`src/rtl/rom_port_arbiter.sv`:
```
// Shares one single-port registered-output ROM BRAM between the download writer and two CPU
// fetch ports. Define ROM_ARB_CACHE_EN to add a one-entry last-address cache per read port.
module rom_port_arbiter #(
  parameter int unsigned       ADDR_W   = 16,
  parameter int unsigned       DATA_W   = 8,
  parameter int unsigned       CPU_AW   = 15,
  parameter int unsigned       SND_AW   = 14,
  parameter logic [ADDR_W-1:0] SND_BASE = 16'h8000
) (
  input  logic              clk_sys,
  input  logic              reset,
  input  logic              dl_wr,
  input  logic [24:0]       dl_addr,
  input  logic [DATA_W-1:0] dl_data,
  output logic              dl_wait,
  input  logic              cpu_req,
  input  logic [CPU_AW-1:0] cpu_addr,
  output logic [DATA_W-1:0] cpu_data,
  output logic              cpu_ack,
  input  logic              snd_req,
  input  logic [SND_AW-1:0] snd_addr,
  output logic [DATA_W-1:0] snd_data,
  output logic              snd_ack,
  output logic [ADDR_W-1:0] mem_addr,
  output logic              mem_we,
  output logic [DATA_W-1:0] mem_d,
  input  logic [DATA_W-1:0] mem_q
);

  typedef enum logic [1:0] {StIdle, StRdIssue, StRdWait, StWrIssue} state_e;

  state_e              state_q, state_d;
  logic [ADDR_W-1:0]   mem_addr_q, mem_addr_d;
  logic                mem_we_q, mem_we_d;
  logic [DATA_W-1:0]   mem_d_q, mem_d_d;
  logic [DATA_W-1:0]   cpu_data_q, cpu_data_d, snd_data_q, snd_data_d;
  logic                cpu_ack_q, cpu_ack_d, snd_ack_q, snd_ack_d;
  logic                pend_q, pend_d;
  logic [ADDR_W-1:0]   pend_addr_q, pend_addr_d;
  logic [DATA_W-1:0]   pend_data_q, pend_data_d;
  logic                rr_q, rr_d;    // 1: sound wins the next tie
  logic                gnt_q, gnt_d;  // 1: sound owns the read in flight

  logic              dl_accept, cpu_vld, snd_vld, any_req, gnt_snd, hit;
  logic [ADDR_W-1:0] cpu_mem_addr, snd_mem_addr;

  assign dl_accept    = dl_wr && ((dl_addr >> ADDR_W) == 25'd0);
  assign cpu_mem_addr = ADDR_W'(cpu_addr);
  assign snd_mem_addr = SND_BASE + ADDR_W'(snd_addr);

  // A requester still sees its ack this cycle, so its level req is not a new request yet.
  assign cpu_vld = cpu_req && !cpu_ack_q;
  assign snd_vld = snd_req && !snd_ack_q;
  assign any_req = cpu_vld || snd_vld;
  assign gnt_snd = (cpu_vld && snd_vld) ? rr_q : snd_vld;

`ifdef ROM_ARB_CACHE_EN
  logic              cpu_tag_vld_q, cpu_tag_vld_d, snd_tag_vld_q, snd_tag_vld_d;
  logic [CPU_AW-1:0] cpu_tag_q, cpu_tag_d;
  logic [SND_AW-1:0] snd_tag_q, snd_tag_d;

  assign hit = gnt_snd ? (snd_tag_vld_q && (snd_tag_q == snd_addr))
                       : (cpu_tag_vld_q && (cpu_tag_q == cpu_addr));
`else
  assign hit = 1'b0;
`endif

  always_comb begin
    state_d     = state_q;
    mem_addr_d  = mem_addr_q;
    mem_we_d    = 1'b0;
    mem_d_d     = mem_d_q;
    cpu_data_d  = cpu_data_q;
    snd_data_d  = snd_data_q;
    cpu_ack_d   = 1'b0;
    snd_ack_d   = 1'b0;
    pend_d      = pend_q;
    pend_addr_d = pend_addr_q;
    pend_data_d = pend_data_q;
    rr_d        = rr_q;
    gnt_d       = gnt_q;
`ifdef ROM_ARB_CACHE_EN
    cpu_tag_vld_d = cpu_tag_vld_q;
    snd_tag_vld_d = snd_tag_vld_q;
    cpu_tag_d     = cpu_tag_q;
    snd_tag_d     = snd_tag_q;
`endif

    unique case (state_q)
      StIdle: begin
        if (pend_q) begin
          mem_addr_d = pend_addr_q;
          mem_d_d    = pend_data_q;
          mem_we_d   = 1'b1;
          pend_d     = 1'b0;
          state_d    = StWrIssue;
        end else if (any_req) begin
          gnt_d = gnt_snd;
          rr_d  = !gnt_snd;
          if (hit) begin
            cpu_ack_d = !gnt_snd;
            snd_ack_d = gnt_snd;
          end else begin
            mem_addr_d = gnt_snd ? snd_mem_addr : cpu_mem_addr;
            state_d    = StRdIssue;
`ifdef ROM_ARB_CACHE_EN
            if (gnt_snd) begin
              snd_tag_d     = snd_addr;
              snd_tag_vld_d = 1'b0;
            end else begin
              cpu_tag_d     = cpu_addr;
              cpu_tag_vld_d = 1'b0;
            end
`endif
          end
        end
      end
      StRdIssue: state_d = StRdWait;
      StRdWait: begin
        if (gnt_q) begin
          snd_data_d = mem_q;
          snd_ack_d  = 1'b1;
`ifdef ROM_ARB_CACHE_EN
          snd_tag_vld_d = 1'b1;
`endif
        end else begin
          cpu_data_d = mem_q;
          cpu_ack_d  = 1'b1;
`ifdef ROM_ARB_CACHE_EN
          cpu_tag_vld_d = 1'b1;
`endif
        end
        state_d = StIdle;
      end
      StWrIssue: state_d = StIdle;
      default:   state_d = StIdle;
    endcase

    // A new capture overrides the pending clear above; an overwrite is an upstream error.
    if (dl_accept) begin
      pend_d      = 1'b1;
      pend_addr_d = dl_addr[ADDR_W-1:0];
      pend_data_d = dl_data;
    end
`ifdef ROM_ARB_CACHE_EN
    if (dl_accept || (state_q == StIdle && pend_q)) begin
      cpu_tag_vld_d = 1'b0;
      snd_tag_vld_d = 1'b0;
    end
`endif
  end

  always_ff @(posedge clk_sys or posedge reset) begin
    if (reset) begin
      state_q     <= StIdle;
      mem_addr_q  <= '0;
      mem_we_q    <= 1'b0;
      mem_d_q     <= '0;
      cpu_data_q  <= '0;
      snd_data_q  <= '0;
      cpu_ack_q   <= 1'b0;
      snd_ack_q   <= 1'b0;
      pend_q      <= 1'b0;
      pend_addr_q <= '0;
      pend_data_q <= '0;
      rr_q        <= 1'b0;
      gnt_q       <= 1'b0;
`ifdef ROM_ARB_CACHE_EN
      cpu_tag_vld_q <= 1'b0;
      snd_tag_vld_q <= 1'b0;
      cpu_tag_q     <= '0;
      snd_tag_q     <= '0;
`endif
    end else begin
      state_q     <= state_d;
      mem_addr_q  <= mem_addr_d;
      mem_we_q    <= mem_we_d;
      mem_d_q     <= mem_d_d;
      cpu_data_q  <= cpu_data_d;
      snd_data_q  <= snd_data_d;
      cpu_ack_q   <= cpu_ack_d;
      snd_ack_q   <= snd_ack_d;
      pend_q      <= pend_d;
      pend_addr_q <= pend_addr_d;
      pend_data_q <= pend_data_d;
      rr_q        <= rr_d;
      gnt_q       <= gnt_d;
`ifdef ROM_ARB_CACHE_EN
      cpu_tag_vld_q <= cpu_tag_vld_d;
      snd_tag_vld_q <= snd_tag_vld_d;
      cpu_tag_q     <= cpu_tag_d;
      snd_tag_q     <= snd_tag_d;
`endif
    end
  end

  assign mem_addr = mem_addr_q;
  assign mem_we   = mem_we_q;
  assign mem_d    = mem_d_q;
  assign cpu_data = cpu_data_q;
  assign snd_data = snd_data_q;
  assign cpu_ack  = cpu_ack_q;
  assign snd_ack  = snd_ack_q;
  assign dl_wait  = pend_q;

endmodule

```
`config.mk`:
```
export PLATFORM = sky130hd
export DESIGN_NAME = rom_port_arbiter
export DESIGN_NICKNAME = d
export VERILOG_FILES = /design/src/rtl/rom_port_arbiter.sv
export SDC_FILE = /design/constraint.sdc
export NUM_CORES = 1
export LEC_CHECK = 0
export ABC_AREA = 1
export BUFFER_PORTS_ARGS = -buffer_cell sky130_fd_sc_hd__clkbuf_2
export CAP_MARGIN = 20
export CORE_MARGIN = 3
export CORE_UTILIZATION = 53
export CTS_BUF_LIST = sky130_fd_sc_hd__clkbuf_16
export DETAILED_ROUTE_END_ITERATION = 7
export PLACE_DENSITY = 0.83
export SKIP_LAST_GASP = 1
export SYNTH_ARGS = -nofsm -noshare
export SYNTH_HDL_FRONTEND = slang
export SYNTH_SLANG_ARGS = --single-unit
export TNS_END_PERCENT = 1
```
`constraint.sdc`:
```
create_clock -name clk_sys -period 5.2 [get_ports clk_sys]
set_clock_uncertainty 0.2 [all_clocks]
set_input_delay 0 -clock clk_sys [delete_from_list [all_inputs] [get_ports clk_sys]]
set_output_delay 0 -clock clk_sys [all_outputs]
set_load 0.01 [all_outputs]
```
# Word level (Yosys, flattened, before mapping)

Cells that the tools add are included.

Memory bits (read-only): 0
Input port bits: 75
Memories: 0
RAM bits: 0
Output and inout port bits: 44
Word-level logic and storage cells: 53
Bits in latches: 0
Flip-flop bits (word level): 72

Reduce and logical (&&, ||, !) cells: 18
Equal/unequal tests: 4
Multiply operators: 0
Shift-type cells: 0
Mux-type cells: 15
Add/sub/neg operators: 1
Div/mod/pow operators: 0
Magnitude comparators: 0
Bitwise logic cells: 2

Operator list:

| kind                     | number |
|---|---|
| $mux W16                 | 3 |
| $logic_not A25 Y1        | 1 |
| $add A16 B14 Y16 const A | 1 |
| $mux W1                  | 9 |
| $reduce_and A2 Y1        | 4 |
| $pmux W2 S3              | 1 |
| $eq A2 B2 Y1 const B     | 2 |
| $logic_and A1 B1 Y1      | 4 |
| $mux W2                  | 2 |
| $reduce_bool A2 Y1       | 2 |
| $logic_not A1 Y1         | 3 |
| $ne A3 B3 Y1 const B     | 1 |
| $reduce_and A3 Y1        | 1 |
| $eq A2 B1 Y1 const B     | 1 |
| $logic_not A2 Y1         | 1 |
| $not A1 Y1               | 2 |
| $reduce_or A2 Y1         | 1 |
| $logic_or A1 B1 Y1       | 1 |

# Depth between registers and ports, before layout

Gate-level depths: netlist of the first run.

Depth in word-level cells: 7
Depth in mapped cells: 9
Depth with buffers taken out: 8

# Worst setup path before layout of the first run

No wires, ideal clock.

Kind: register -> register
Start: register snd_ack_q, in the netlist snd_ack
End: register mem_addr_q[1], in the netlist mem_addr[1]
Setup time: 0.116 ns
Clock period less this slack: 1.406 ns
Required time: 4.884 ns
Path slack: 3.794 ns
Stages on the path, launching flop included: 10
Buffers on the path: 1
Data arrival time: 1.090 ns
Path through: dfrtp_1 -> inv_1 -> nand2_1 -> inv_2 -> nand2_2 -> buf_4 -> nand2_1 -> nand3_1 -> nand2_1 -> nand2_1

Longest elaborated chain between the ends: 7
Elaborated cells between the ends (all ways): 10
Those cells by class: mux: 4; reduce/logical: 6

RTL lines:

| element                  | line | text |
|---|---|---|
| start: declaration       | 37   | `logic cpu_ack_q, cpu_ack_d, snd_ack_q, snd_ack_d;` |
| start signal: assignment | 182  | `snd_ack_q <= snd_ack_d;` |
| $logic_not A1 Y1 *       | 53   | `assign snd_vld = snd_req && !snd_ack_q;` |
| $logic_and A1 B1 Y1 *    | 53   |  |
| $logic_and A1 B1 Y1      | 55   | `assign gnt_snd = (cpu_vld && snd_vld) ? rr_q : snd_vld;` |
| $mux W1                  | 55   |  |
| $mux W16                 | 104  | `mem_addr_d = gnt_snd ? snd_mem_addr : cpu_mem_addr;` |
| $mux W16                 | 97   | `end else if (any_req) begin` |
| $mux W16                 | 91   | `if (pend_q) begin` |
| end signal: assignment   | 176  | `mem_addr_q <= mem_addr_d;` |
| end: declaration         | 33   | `logic [ADDR_W-1:0] mem_addr_q, mem_addr_d;` |

Mark *: on every way between the ends. The rest lies on a longest branch, timed or not. The select of a mux whose other input is x is not followed.
A chain may end at the register's enable or synchronous reset.

# Final worst setup path of the first run

Start: register snd_ack_q, in the netlist snd_ack
End: register mem_addr_q[13], in the netlist mem_addr[13]

The elaborated chain is that of the path after synthesis.

==> results of run 1 <==
## state kept, by name, indices dropped and copies added, names as in the netlist
signal and count:
rr_q 1, pend_data_q 8, mem_we 1, mem_addr 16, snd_ack 1, state_q 2, cpu_data 8, gnt_q 1
dl_wait 1, cpu_ack 1, pend_addr_q 16, snd_data 8, mem_d 8
## Yosys cell counts (all sizes together)
cell	count
and2	1
clkbuf	2
dfrtp	72
nand3	35
buf	13
nand2	187
nand3b	1
inv	21
a21oi	1
o21ai	19
nor2	36
## worst max-delay path, delay by kind of cell (launching register included)
family | cells | cell delay, ps
buf+inv | 3 | 920
simple gates | 6 | 730
flops | 1 | 380
## placed cells by master, fill, tap and decap left out, drive strengths merged
cell / count
buf: 1
nand3b: 1
a21oi: 1
dfrtp: 72
bufinv: 1
o21ai: 19
clkbuf: 127
dlygate4sd3: 89
inv: 23
nand2: 187
nor2: 36
clkinv: 4
nand3: 35
and2: 1
## power breakdown
| group | internal, mW | switching [mW] |
|---|---|---|
| clock | 0.363 | 0.223 |
| combinational | 0.285 | 0.403 |
| sequential | 0.707 | 0.102 |
## metal layers
| metal | track usage | share of wire |
|---|---|---|
| met5 | 0 | 0 |
| met4 | 0.148 | 0.036 |
| met3 | 0.0553 | 0.066 |
| met2 | 0.536 | 0.53 |
| met1 | 0.339 | 0.37 |
## layout make-up
type | instances | area [um^2]
tap | 72 | 90.1
clock buffer | 9 | 225
fill | 294 | 739
timing repair buffer | 208 | 1490
sequential | 72 | 1800
inverter | 21 | 78.8
clock inverter | 7 | 55.1
multi-input combinational | 280 | 1230
## repair_timing
action                     CTS  global route
setup endpoints to repair    0             0
hold endpoints to repair   129             0
hold buffers                89             0
## metrics by stage
stage	std cells	power [mW]	instance area [um^2]
floorplan	388	1.20	3230
global placement	564	1.37	3800
detailed placement	564	1.41	3800
CTS	669	2.06	4970
global route	669	2.21	4970
finish	669	2.08	4970
## worst max-delay path by stage
stage	endpoint	slack, ps	depth (start not counted)
floorplan	cpu_ack	3180	1
global placement	mem_addr[14]	3330	6
finish	mem_addr[13]	2840	9
detailed placement	mem_addr[14]	3290	6
CTS	mem_addr[8]	2910	9
global route	mem_addr[13]	2670	8
## cell families (layout without fill, tap and decap cells)
family                 after synthesis  count (layout)  synth area share
DFF                                 72              72             0.559
and+or+nand+nor                    260             260             0.350
AOI/OAI and AO/OA                   20              20            0.0310
buffers and inverters               36             245            0.0601
==> results by stage, run 1 <==
Outcome:
- The run finished with clean final reports.

Detailed routing:
- The number of antenna-violating nets in the routed design is 0.
- For this run, the detailed router's first-pass iteration total came to 5.
- For this run, design rule violations remaining after detail routing come to 0.
- The starting DRC count in detailed routing is 259.
- The average wire per standard cell is 15.1 um.
- The post-detailed-routing wire length is 10,100 um.
- Summing over every cut layer, the via total after detailed routing is 3,431.
- Using the TritonRoute via totals, the vias-per-cell ratio works out to 5.13.

STA:
- The count of final max-slew check failures is 0.
- Setup violations remaining at the end of the flow were counted as 0.
- The share of the cycle needed by the critical path after routing is 0.454.
- The final sum of negative setup slack is 0 ps.
- The final count of hold timing violations is 0.
- The relative max-transition margin is 0.405.
- The fmax is 424 MHz.
- Setup repair after global routing left no endpoint under its margin.
- The worst hold slack across all endpoints is 4.03 ps.
- The transition time at the pin with the least slew margin is 892 ps.
- Setup slack closes at 2840 ps.
- The time the worst path needs with I/O delays and setup is 2360 ps.

Pwr:
- The peak supply drop is 0.000244 V.
- In this run the power density over the cells is 419 nW/um^2.
- The leakage power summed over all cells is 2.81 nW.

Worst hold path:
- The terminating pin of the worst hold path is pend_data_q[6].
- The worst hold path begins at dl_addr[16].
- The min-delay analysis places its worst path in the category in -> reg.
- The worst hold path was traced through 5 stages.

Worst setup path:
- Along the worst path, the maximum fanout reaches 17.
- The worst-case reg-to-reg path depth is 9.
- The worst setup path is launched from a register.
- Traced cell by cell, the critical path runs through inv_1, nand2_1, inv_2, nand2_2, nand2_1, nand3_1, dlygate4sd3_1, nand2_1, nand2_1.
- The most frequent cell on the critical path is nand2_1.
- The worst setup slack for register-to-register paths is 2840 ps.
- The capturing point of the worst reg2reg path is mem_addr[13].
- The start of the worst register-to-register path is snd_ack.
- The critical path starts at snd_ack.
- The nature of the critical path endpoint is a register.
- The critical path start-end classification is reg -> reg.
- The cell with the biggest individual delay on the critical path is dlygate4sd3_1.
- For this run, the slowest stage of the critical path takes 610 ps.
- The critical path data arrival time is 2380 ps.
- STA puts the critical path data required time at 5220 ps.

Floorplan:
- The starting utilization of the core area is 0.565.
- The die height is 84.0 um.
- Row generation in the floorplan step produced 27 rows.
- The core area is 5710 um^2.
- The chip width is 84.0 um.
- The die covers 7060 um^2.
- In this run the count of I/O pins placed on the die edge is 119.

Finish:
- In the final design database the tool counted 667 nets.
- Relative to the synthesized area, the layout overhead comes to 54.1%.
- The repair_antennas step left the layout with diodes totalling 0.
- In the final layout, the share of cells above drive strength 1 is 0.265.
- The final core utilization is 0.870.

CTS:
- The buffer count from post-CTS setup fixing is 0.
- The maximum count of clock buffers along a single path is 2.
- The CTS H-tree depth is 3.
- The number of instances resized during post-cts repair is 0.
- The cell sitting at the root of the clock tree is a clkbuf_16.
- The number of CTS-inserted buffers is 9.
- TritonCTS built the clock tree.
- The clock latency of the later-clocked register in the worst-skew pair is 330 ps.
- The total number of clock tree sinks is 72.
- Clock-pin slew was measured on the worst setup and hold paths at 60 ps.

GRT:
- The number of global-route vias before repair is 3,599.
- The maximum number of pins on one net before global-route repair is 73.
- The total global routing track utilization is 0.299.
- The wire length of the first global-routing pass is 16,600 um.
- The total overflow reported by the global router is 0.
- The initial antenna violation count is 0.

Yosys:
- The share of synthesized area in the top cell type comes to 0.559.
- During synthesis, Yosys emitted a total of 0 warnings.
- The flip-flop and latch count after synthesis is 72.
- For this run, the register share of the synthesized area comes to 0.559.
- The biggest area contributor in the post-synthesis netlist is dfrtp_1.
- The mean cell area of the mapped netlist is 8.31 um^2.
- In the post-synthesis netlist, the biggest area contributors are dfrtp_1 (56%), nand2_1 (21%), nand3_1 (5.0%).
- Synthesis produced a netlist with a net count of 463.
- The area of the mapped netlist is 3230 um^2.
- Synthesis handed over a netlist of 388 instances.
- The synthesized netlist contains 21 unique library cells.

Placed design:
- Timing analysis after detailed placement gives a worst setup slack of 3290 ps.
- The count of input and output buffers is 118.
- The half-perimeter wire length after detailed placement is 5450 um.
- At the end of routability-driven placement, the weighted congestion stood at 0.793.

Job:
- Max-cap violations in this run came to 0.
No activity file was read; power rests on OpenSTA's default activity.
==> inputs of run 2 (changes only) <==
--- a/config.mk
+++ b/config.mk
@@ -5,14 +5,14 @@
 export SDC_FILE = /design/constraint.sdc
 export NUM_CORES = 1
 export LEC_CHECK = 0
-export ABC_AREA = 1
+export ABC_AREA = 0
 export BUFFER_PORTS_ARGS = -buffer_cell sky130_fd_sc_hd__clkbuf_2
 export CAP_MARGIN = 20
 export CORE_MARGIN = 3
-export CORE_UTILIZATION = 53
+export CORE_UTILIZATION = 43
 export CTS_BUF_LIST = sky130_fd_sc_hd__clkbuf_16
 export DETAILED_ROUTE_END_ITERATION = 7
-export PLACE_DENSITY = 0.83
+export PLACE_DENSITY = 0.73
 export SKIP_LAST_GASP = 1
 export SYNTH_ARGS = -nofsm -noshare
 export SYNTH_HDL_FRONTEND = slang
==> constraint.sdc (replaced) <==
create_clock -name clk_sys -period 2.1 [get_ports clk_sys]
set_clock_uncertainty 0.2 [all_clocks]
set_input_delay 0 -clock clk_sys [delete_from_list [all_inputs] [get_ports clk_sys]]
set_output_delay 0 -clock clk_sys [all_outputs]
set_load 0.01 [all_outputs]
==> run 2 against run 1 <==
  * Clock-buffer cell count unchanged
  * Clock power grew to 2.9 times the previous value
  * Largest power group unchanged
  * Sequential cell count stayed put
  * Maximum frequency up 17%
  * Total power is 150% higher
  * First-iteration DRC count decreased by 69%
  * Final cell count down 27%
  * Synthesized cell count down 44%
  * Register-to-register slack got worse by 2800 ps
  * Via count down 29%
==> results by stage, run 2 <==
Outcome:
- Status: finished, final reports clean (unchanged).

Yosys:
- The number of synthesis warnings is 0 (unchanged).
- The share of synthesized registers carrying an async set or reset is 1.00 (unchanged).
- The top flip-flop cell by instance count after synthesis is dfrtp_1 (unchanged).
- The unique cell type count in the Yosys netlist is 27 (was 21).
- Top cells by area in the synthesized netlist: dfrtp_1 (61%), mux2_4 (9.6%), mux2_2 (8.0%) (was dfrtp_1 (56%), nand2_1 (21%), nand3_1 (5.0%)).
- The leading cell type by number of instances after synthesis is dfrtp_1 (was nand2_1).
- The top cell type's share of synthesized area is 0.607 (was 0.559).
- The sequential share of the synthesized area is 0.607 (was 0.559).
- The count of mapped cells out of synthesis was 216 (was 388).
- The area of the mapped netlist is 2970 um^2 (was 3230 um^2).
- The mean cell area of the mapped netlist came to 13.8 um^2 (was 8.31 um^2).
- The synthesized netlist net count is 291 (was 463).
- The cell accounting for the most synthesized area is dfrtp_1 (unchanged).
- The number of enable-type register cells in the synthesized netlist is 0 (unchanged).
- List of most frequent post-synthesis cells: dfrtp_1 (72), nand2_1 (25), mux2_2 (21), mux2_4 (19), o21ai_0 (15) (was nand2_1 (183), dfrtp_1 (72), nand3_1 (32), nor2_1 (22), inv_1 (18)).
- The flip-flop and latch count after synthesis is 72 (unchanged).

GRT:
- The wire length of the first global-routing pass is 12,400 um (was 16,600 um).
- The total global routing track utilization was 0.205 (was 0.299).
- The total overflow reported by the global router was 0 (unchanged).
- The number of global-route vias before repair is 2,724 (was 3,599).
- The maximum number of pins on one net before global-route repair is 26 (was 73).
- The initial antenna violation count came to 0 (unchanged).

STA:
- The transition time at the pin with the least slew margin was 517 ps (was 892 ps).
- The final number of setup-violating endpoints is 0 (unchanged).
- The relative max-transition margin is 0.655 (was 0.405).
- The final count of hold timing violations is 0 (unchanged).
- The time the worst path needs with I/O delays and setup is 2020 ps (was 2360 ps).
- The fmax is 495 MHz (was 424 MHz).
- The final setup slack of the worst path is 79.0 ps (was 2840 ps).
- The share of the cycle needed by the critical path after routing was 0.962 (was 0.454).
- RSZ-0062 raised after global routing: false (unchanged).
- The final sum of negative setup slack is 0 ps (unchanged).
- The count of final max-slew check failures is 0 (unchanged).

Detailed routing:
- The post-detailed-route DRC marker count came to 0 (unchanged).
- The average wire per standard cell is 15.9 um (was 15.1 um).
- The total number of vias is 2,448 (was 3,431).
- The number of antenna-violating nets in the routed design was 0 (unchanged).
- The starting DRC count in detailed routing is 79 (was 259).
- The count of TritonRoute iterations in the first routing pass is 5 (unchanged).
- The wire length on met3 is 641 um (was 667 um).
- The number of vias per cell is 4.99 (was 5.13).
- The post-detailed-routing wire length is 7830 um (was 10,100 um).
- The highest routed metal layer is met4 (unchanged).
- The met2 wire length was 3770 um (was 5330 um).
- The met1 routed wirelength after detailed routing is 3300 um (was 3720 um).

Floorplan:
- The standard-cell row count is 29 (was 27).
- The chip width is 89.1 um (was 84.0 um).
- The number of top-level pins was 119 (unchanged).
- The starting utilization of the core area is 0.455 (was 0.565).
- The core area is 6530 um^2 (was 5710 um^2).
- The full die area is 7940 um^2 (was 7060 um^2).
- The die height is 89.1 um (was 84.0 um).

Pwr:
- The power spent charging and discharging nets is 1.55 mW (was 0.728 mW).
- The combinational power share came to 0.290 (was 0.330).
- The peak supply drop is 0.000704 V (was 0.000244 V).
- The leakage power summed over all cells came to 2.52 nW (was 2.81 nW).
- The share of power burned in the clock network is 0.329 (was 0.281).
- The fraction of power consumed by sequential logic is 0.381 (was 0.388).
- The switching share of total power is 0.299 (was 0.350).
- The cell-internal power was 3.64 mW (was 1.35 mW).
- The total power divided by cell area is 1120 nW/um^2 (was 419 nW/um^2).

Worst setup path:
- The capturing point of the worst reg2reg path is mem_addr[9] (was mem_addr[13]).
- The worst setup slack for register-to-register paths came to 80 ps (was 2840 ps).
- Chain of cells forming the critical path: nor2b_2, a21bo_2, mux2i_1, dlygate4sd3_1, o21ai_0 (was inv_1, nand2_1, inv_2, nand2_2, nand2_1, nand3_1, dlygate4sd3_1, nand2_1, nand2_1).
- The kind of launch point of the worst setup path is a register (unchanged).
- The longest individual stage delay on the worst path is 580 ps (was 610 ps).
- The total number of cells along the worst setup path is 5 (was 9).
- The cell with the biggest individual delay on the critical path is dlygate4sd3_1 (unchanged).
- The biggest fanout along the worst timing path was 6 (was 17).
- The critical path capture point is mem_addr[9] (was mem_addr[13]).
- The critical path start-end classification is reg -> reg (unchanged).
- The required time reported for the critical path endpoint is 2090 ps (was 5220 ps).
- The startpoint of the worst setup timing path is snd_ack (unchanged).
- The critical path data arrival time is 2010 ps (was 2380 ps).
- The count of buffer and inverter cells on the critical path is 1 (was 3).
- The nature of the critical path endpoint is a register (unchanged).
- The cell class contributing the biggest share of worst-path delay is buffers and inverters (unchanged).
- The worst-case reg-to-reg path depth is 5 (was 9).
- The start of the worst register-to-register path is snd_ack (unchanged).

Placed design:
- The half-perimeter wire length after detailed placement is 5050 um (was 5450 um).
- The post-placement setup slack came to 243 ps (was 3290 ps).
- The count of input and output buffers is 118 (unchanged).
- The routability congestion estimate was 0.871 (was 0.793).
- The instance area at placement is 3690 um^2 (was 3800 um^2).

Job:
- The max capacitance violation total is 0 (unchanged).

Finish:
- Leading cell types in the layout, fill and taps excluded: clkbuf_2 (118), dfrtp_1 (72), dlygate4sd3_1 (62), nand2_1 (25), mux2_2 (21) (was nand2_1 (183), clkbuf_2 (118), dlygate4sd3_1 (89), dfrtp_1 (72), nand3_1 (32)).
- The final net count is 484 (was 667).
- The count of inserted antenna diode cells is 0 (unchanged).
- The layout-stage area growth over the synthesis result was 56.7% (was 54.1%).
- The most common cell after layout, fill and taps aside was clkbuf_2 (was nand2_1).
- The fraction of layout cells with a size suffix above 1 is 0.459 (was 0.265).
- The final instance area is 4660 um^2 (was 4970 um^2).
- The number of fill cells in the layout is 472 (was 294).
- The final core utilization is 0.713 (was 0.870).

CTS:
- The CTS H-tree depth was 3 (unchanged).
- The clock root buffer is clkbuf_16 (unchanged).
- The buffer count from post-CTS setup fixing is 0 (unchanged).
- The clock latency of the later-clocked register in the worst-skew pair was 320 ps (was 330 ps).
- The clock-pin slew of the registers on the worst-case setup and hold paths is 60 ps (about the same).
- The total number of clock tree sinks is 72 (unchanged).
- The maximum count of clock buffers along a single path is 2 (unchanged).
- The CTS tree is done (unchanged).
- The number of CTS-inserted buffers is 9 (unchanged).

Worst hold path:
- The worst min-delay path category is in -> async (was in -> reg).
run 2: cell type report:
class / instances / area [um^2] / share of cell area
clock inverters: 7 / 110 / 0.0236
clock buffers: 9 / 225 / 0.0484
flip-flops and latches: 72 / 1800 / 0.387
multi-input cells: 129 / 1090 / 0.234
well taps: 77 / 96.3 / 0.0207
inverters: 5 / 18.8 / 0.00403
repair buffers: 192 / 1310 / 0.282
run 2: how the worst min path moves through the flow:
stage                endpoint      from  cells after the start  slack (ps)
2_1_floorplan     snd_data[0]  mem_q[0]                      2         -90
3_3_place_gp         mem_d[6]     reset                      2        -150
3_5_place_dp   pend_data_q[6]     reset                      2        -150
4_1_cts              mem_d[3]     reset                      3          50
5_1_grt            state_q[0]   cpu_req                      5          90
6_report             mem_d[3]     reset                      3          50
run 2: per-stage QoR:
| step | hold slack [ps] | instances | total power, mW |
|---|---|---|---|
| after floorplan | -94.6 | 216 | 2.76 |
| after CTS | 54.2 | 491 | 5.23 |
| after detailed placement | -149 | 413 | 3.40 |
| final | 51.1 | 491 | 5.19 |
| after global placement | -153 | 413 | 3.34 |
| after global routing | 88.5 | 491 | 5.49 |
run 2: worst min-delay path, stage by stage:
cell	delay (ps)
dlygate4sd3_1	530
clkbuf_2	110
inv_2	380
run 2: cell families (layout without fill, tap and decap cells):
kind of cell | after synthesis | after routing | synth area share
AOI/OAI and AO/OA | 36 | 36 | 0.0809
and+or+nand+nor | 39 | 39 | 0.0615
DFF | 72 | 72 | 0.607
muxes | 54 | 54 | 0.223
buffers and inverters | 15 | 213 | 0.0282
run 2: per-layer routing:
layer,vias to the layer above,global-route usage
li1,1155,-
met1,1168,0.251
met2,113,0.342
met3,12,0.0571
met4,0,0.0866
met5,-,0
run 2: power groups by stage:
| stage | combinational [mW] | clock, mW | sequential [mW] |
|---|---|---|---|
| 2_1_floorplan | 0.643 | 0 | 2.11 |
| 3_3_place_gp | 1.36 | 0 | 1.98 |
| 3_5_place_dp | 1.41 | 0 | 1.99 |
| 4_1_cts | 1.52 | 1.74 | 1.98 |
| 5_1_grt | 1.67 | 1.80 | 2.02 |
| 6_report | 1.51 | 1.71 | 1.98 |
run 2: timing repair:
action                                  4_1_cts  5_1_grt
hold endpoints to repair                    127        0
hold buffers                                 62        0
endpoints found under the setup margin        0        3
resized for setup                             0        2
